**src/rtl/uart_tx_framer.sv**
```systemverilog
// ---------------------------------------------------------------------------
// uart_tx_framer
//
// UART transmit engine. Accepts one data word over a valid/ready handshake
// and serialises it LSB-first as: start bit, DATA_W data bits, optional
// parity bit, then one or two stop bits. Each bit is held for
// max(cfg_baud_div, 1) clock cycles, timed by an internal divider.
// The configuration is sampled together with the word, so cfg_* inputs may
// change freely while a frame is on the line.
//
// Ports:
//   clock          system clock
//   reset          asynchronous, active-low reset
//   tx_valid       word available on tx_data
//   tx_data        word to send, LSB transmitted first
//   tx_ready       block accepts a word on this cycle's rising edge
//   cfg_baud_div   clock cycles per bit (0 behaves as 1)
//   cfg_parity_en  append a parity bit after the data bits
//   cfg_parity_odd 1 = odd parity, 0 = even parity
//   cfg_two_stop   1 = two stop bits, 0 = one stop bit
//   tx_bit         serial line, idles high
//   tx_busy        frame in progress
//   tx_done        one-cycle pulse on the last cycle of the last stop bit
// ---------------------------------------------------------------------------
module uart_tx_framer #(
    parameter int DATA_W = 8,
    parameter int DIV_W  = 16
) (
    input  logic              clock,
    input  logic              reset,
    input  logic              tx_valid,
    input  logic [DATA_W-1:0] tx_data,
    output logic              tx_ready,
    input  logic [DIV_W-1:0]  cfg_baud_div,
    input  logic              cfg_parity_en,
    input  logic              cfg_parity_odd,
    input  logic              cfg_two_stop,
    output logic              tx_bit,
    output logic              tx_busy,
    output logic              tx_done
);

    localparam int IDX_W = $clog2(DATA_W);
    localparam logic [IDX_W-1:0] LAST_IDX = IDX_W'(DATA_W - 1);

    typedef enum logic [2:0] {
        S_IDLE,
        S_START,
        S_DATA,
        S_PARITY,
        S_STOP
    } state_e;

    state_e             state_q,     state_d;
    logic [DIV_W-1:0]   cnt_q,       cnt_d;        // cycles left in current bit
    logic [IDX_W-1:0]   idx_q,       idx_d;        // data bit currently on the line
    logic               stop_q,      stop_d;       // second stop bit in progress
    logic [DATA_W-1:0]  data_q,      data_d;       // remaining data, shifted right
    logic [DIV_W-1:0]   div_q,       div_d;
    logic               par_en_q,    par_en_d;
    logic               two_stop_q,  two_stop_d;
    logic               par_bit_q,   par_bit_d;
    logic               tx_bit_q,    tx_bit_d;
    logic               ready_en_q;                // holds tx_ready low until the first edge out of reset

    logic               bit_end;
    logic               accept;
    logic               done;
    logic [DIV_W-1:0]   reload_cfg;
    logic [DIV_W-1:0]   reload_lat;

    // Divider reload values: a bit lasts (reload + 1) cycles, and 0 behaves as 1.
    assign reload_cfg = (cfg_baud_div == '0) ? '0 : cfg_baud_div - DIV_W'(1);
    assign reload_lat = (div_q == '0) ? '0 : div_q - DIV_W'(1);

    assign bit_end  = (cnt_q == '0);
    assign tx_ready = (state_q == S_IDLE) && ready_en_q;
    assign accept   = tx_valid && tx_ready;

    // NOTE: every always_comb output gets a default first so no path
    // leaves a signal unassigned, which would otherwise infer a latch.
    always_comb begin
        state_d    = state_q;
        cnt_d      = cnt_q;
        idx_d      = idx_q;
        stop_d     = stop_q;
        data_d     = data_q;
        div_d      = div_q;
        par_en_d   = par_en_q;
        two_stop_d = two_stop_q;
        par_bit_d  = par_bit_q;
        tx_bit_d   = tx_bit_q;
        done       = 1'b0;

        // Inside a bit, count down; boundaries below override this.
        if (state_q != S_IDLE && !bit_end) begin
            cnt_d = cnt_q - DIV_W'(1);
        end

        unique case (state_q)
            S_IDLE: begin
                tx_bit_d = 1'b1;
                if (accept) begin
                    data_d     = tx_data;
                    div_d      = cfg_baud_div;
                    par_en_d   = cfg_parity_en;
                    two_stop_d = cfg_two_stop;
                    par_bit_d  = (^tx_data) ^ cfg_parity_odd;
                    cnt_d      = reload_cfg;
                    idx_d      = '0;
                    stop_d     = 1'b0;
                    tx_bit_d   = 1'b0;
                    state_d    = S_START;
                end
            end

            S_START: begin
                if (bit_end) begin
                    tx_bit_d = data_q[0];
                    data_d   = data_q >> 1;
                    idx_d    = '0;
                    cnt_d    = reload_lat;
                    state_d  = S_DATA;
                end
            end

            S_DATA: begin
                if (bit_end) begin
                    cnt_d = reload_lat;
                    if (idx_q == LAST_IDX) begin
                        if (par_en_q) begin
                            tx_bit_d = par_bit_q;
                            state_d  = S_PARITY;
                        end else begin
                            tx_bit_d = 1'b1;
                            stop_d   = 1'b0;
                            state_d  = S_STOP;
                        end
                    end else begin
                        tx_bit_d = data_q[0];
                        data_d   = data_q >> 1;
                        idx_d    = idx_q + IDX_W'(1);
                    end
                end
            end

            S_PARITY: begin
                if (bit_end) begin
                    tx_bit_d = 1'b1;
                    stop_d   = 1'b0;
                    cnt_d    = reload_lat;
                    state_d  = S_STOP;
                end
            end

            S_STOP: begin
                if (bit_end) begin
                    if (two_stop_q && !stop_q) begin
                        stop_d = 1'b1;
                        cnt_d  = reload_lat;
                    end else begin
                        done     = 1'b1;
                        tx_bit_d = 1'b1;
                        state_d  = S_IDLE;
                    end
                end
            end

            default: begin
                tx_bit_d = 1'b1;
                state_d  = S_IDLE;
            end
        endcase
    end

    // NOTE: sequential state uses non-blocking assignments so every register
    // samples the pre-edge values regardless of statement order.
    always_ff @(posedge clock or negedge reset) begin
        if (!reset) begin
            state_q    <= S_IDLE;
            cnt_q      <= '0;
            idx_q      <= '0;
            stop_q     <= 1'b0;
            data_q     <= '0;
            div_q      <= '0;
            par_en_q   <= 1'b0;
            two_stop_q <= 1'b0;
            par_bit_q  <= 1'b0;
            tx_bit_q   <= 1'b1;
            ready_en_q <= 1'b0;
        end else begin
            state_q    <= state_d;
            cnt_q      <= cnt_d;
            idx_q      <= idx_d;
            stop_q     <= stop_d;
            data_q     <= data_d;
            div_q      <= div_d;
            par_en_q   <= par_en_d;
            two_stop_q <= two_stop_d;
            par_bit_q  <= par_bit_d;
            tx_bit_q   <= tx_bit_d;
            ready_en_q <= 1'b1;
        end
    end

    assign tx_bit  = tx_bit_q;
    assign tx_busy = (state_q != S_IDLE);
    assign tx_done = done;

endmodule

```
**config.mk**
```make
export PLATFORM = sky130hd
export DESIGN_NAME = uart_tx_framer
export DESIGN_NICKNAME = d
export VERILOG_FILES = /design/src/rtl/uart_tx_framer.sv
export SDC_FILE = /design/constraint.sdc
export NUM_CORES = 1
export LEC_CHECK = 0
export CAP_MARGIN = 0
export CORE_MARGIN = 5
export CORE_UTILIZATION = 62
export DETAILED_ROUTE_END_ITERATION = 7
export PLACE_DENSITY = 0.85
export SKIP_CTS_REPAIR_TIMING = 1
export SLEW_MARGIN = 20
export SYNTH_ARGS = -nofsm -noshare
export SYNTH_HDL_FRONTEND = slang
export SYNTH_SLANG_ARGS = --single-unit
```
**constraint.sdc**
```tcl
create_clock -name clock -period 6 [get_ports clock]
set_input_delay 0.9 -clock clock [delete_from_list [all_inputs] [get_ports clock]]
set_output_delay 0.9 -clock clock [all_outputs]
set_load 0.02 [all_outputs]
```
==> results.yml <==
global_routing:
  grt_max_degree: 53
  grt_overflow_total: 0
  grt_usage: 0.233
  grt_pass1_wl_mm: 13.7
  grt_pass1_vias: 2900
  antenna_found_initial: 0
place:
  dp_slack_ns: 2.46
  place_area_um2: 3740
  gp_congestion: 0.903
  dp_hpwl_mm: 5.72
  io_buffers: 33
  dp.cells: 486
yosys:
  syn_avg_cell_area_um2: 8.62
  synth_most_common_cell: "nand2_1"
  synth_cells: 393
  synth_ff_type: "dfrtp_1"
  synth_top_area_share: 0.377
  synth_edf_count: 0
  synthTopCellsByCount: "nand2_1, dfrtp_1, o21ai_0"
  synth_nets: 429
  ys_top_cells_by_area: "dfrtp_1, nand2_1, xnor2_1"
  async_flop_share: 1.00
  yosys_register_bits: 52
  synth.distinct_cells: 55
  yosys_warnings: 0
  yosysSeqAreaShare: 0.385
  syn_area_um2: 3390
  synth_largest_area_cell: "dfrtp_1"
route:
  drc: 0
  wl_met1_mm: 3.61
  top_layer_used: "met4"
  drt-pass1-iter-count: 5
  post_drt_wl_per_cell_um: 15.8
  drtIter0Drc: 210
  dr_wl_met3_um: 432
  via_count: 2962
  final_antenna_net_count: 0
  wl_mm: 7.81
  dr_wl_met2_mm: 3.69
  via_per_inst: 6.00
timing:
  finalClockSkew_ns: 0.0112
  fin_ws_ns: 2.12
  tightest_slew_ns: 0.943
  setup_violations: 0
  hold_viol: 0
  fin_crit_ns: 3.88
  finalCritPeriodShare: 0.646
  max_slew_margin: 0.371
  setup_tns_ns: 0
  finalMaxSlewViolations: 0
  clock.fmax_mhz: 258
  rsz0062_at_grt: "no"
worst_setup_path:
  worst-endpoint-required_ns: 5.10
  crit_type: "reg2out"
  arrival_ns: 2.98
  crit_fanout: 11
  end_kind: "primary output"
  worstSetupStartpointType: "register"
cells_and_area:
  syn2layout_area_growth_pct: 13.3
  antennaDiodeCount: 0
  drive_gt1_frac: 0.0592
  nets: 457
  final_area_um2: 3840
  fillers: 410
  instances_no_fill: 494
die:
  die_y_um: 83.9
  dieArea_um2: 7040
  start_util: 0.626
  fp.coreArea_um2: 5410
  fp-row-count: 27
  die_w_um: 83.9
  io_pins: 34
cts:
  path_clk_slew_ns: 0.10
  clk-insertion-delay-late_ns: 0.31
  cts_tree: "done"
  cts_sinks: 52
  numCtsBuffers: 5
  cts-root-buf: "clkbuf_8"
  clockBufferDepth: 2
  cts_max_level: 2
worst_hold_path:
  holdCritPathClass: "reg2reg"
power_and_ir_drop:
  power_leakage_nw: 1.56
  power_density_nw_per_um2: 160
  ir_worst_vdd_mv: 0.130
  power_uw: 615
job:
  maxCapViolations: 0
outcome:
  status: "completed"
power by group:
group / switching (mW) / internal (mW) / total [mW]
clock network: 0.116 / 0.0948 / 0.211
registers: 0.000207 / 0.351 / 0.351
logic: 0.0260 / 0.0275 / 0.0535
total: 0.142 / 0.473 / 0.615
worst max-delay path, cell delays in order, from the launching register on:
cell,delay (ns)
dfrtp_1,0.41
inv_1,0.11
ha_1,0.17
or4b_4,0.49
nor4_4,0.61
nor3b_1,0.26
clkdlybuf4s50_1,0.63
kinds of logic (layout without fill, tap and decap cells):
kind of cell / Yosys count / after routing / share of synthesized area
muxes: 11 / 11 / 0.0325
adders and majority gates: 6 / 6 / 0.0222
other: 1 / 1 / 0.00111
and+or+nand+nor: 182 / 182 / 0.270
xor gates and xnor gates: 41 / 41 / 0.106
DFF: 52 / 52 / 0.385
buffers and inverters: 27 / 56 / 0.0395
AOI/OAI and AO/OA: 73 / 73 / 0.144
per-stage QoR:
step	utilization	hold WS [ns]
after floorplan	-	0.441
after global placement	0.692	0.462
after detailed placement	0.692	0.471
after CTS	0.710	0.493
after global routing	0.710	0.533
final	0.710	0.489
path summary, 6_finish.rpt:
check	from	endpoint	slack, ns	cells past startpoint
worst max-delay path	cnt_q[0]	tx_done	2.12	6
worst min-delay path	data_q[4]	data_q[4]	0.49	2
worst max register to register	state_q[0]	cnt_q[4]	3.39	6
worst min register to register	data_q[4]	data_q[4]	0.49	2
max in group asynchronous	reset	cnt_q[10]	4.87	2
min in group asynchronous	reset	div_q[4]	0.70	2
cell type report:
class	instances	area (um^2)	area share
Clock buffer	7	86.3	0.0225
Clock inverter	1	8.76	0.00228
Inverter	10	37.5	0.00978
Multi-Input combinational cell	314	1950	0.508
Sequential cell	52	1300	0.339
Tap cell	72	90.1	0.0235
Timing Repair Buffer	38	363	0.0946
flip-flops by register name (all words and copies together) (netlist names):
name,flops
par_bit_q,1
data_q,8
ready_en_q,1
par_en_q,1
two_stop_q,1
idx_q,3
stop_q,1
tx_bit,1
state_q,3
cnt_q,16
div_q,16
placed cells by master (no fill, tap or decap), types with 3 or more instances in the layout:
cell type        instances
a21o_1                   4
a21oi_1                  8
and2_1                   3
buf_4                    5
clkbuf_8                 6
clkdlybuf4s50_1         32
dfrtp_1                 51
ha_1                     6
inv_1                   10
mux2i_1                 11
nand2_1                 80
nand2b_1                 3
nand3_1                  8
nand3b_1                 3
nand4_1                  3
nor2_1                  24
nor2b_1                  3
nor3_1                  16
nor4_1                  13
o211ai_1                 4
o21ai_0                 27
o221ai_1                11
o41ai_1                  3
or3_1                    5
or4_1                    7
xnor2_1                 26
xor2_1                  15
layer usage:
| metal | up-vias | track usage |
|---|---|---|
| met3 | 8 | 0.0385 |
| met2 | 91 | 0.372 |
| met1 | 1408 | 0.334 |
| met5 | - | 0 |
| met4 | 0 | 0.0541 |
| li1 | 1455 | - |
No activity file was read; power rests on OpenSTA's default activity.
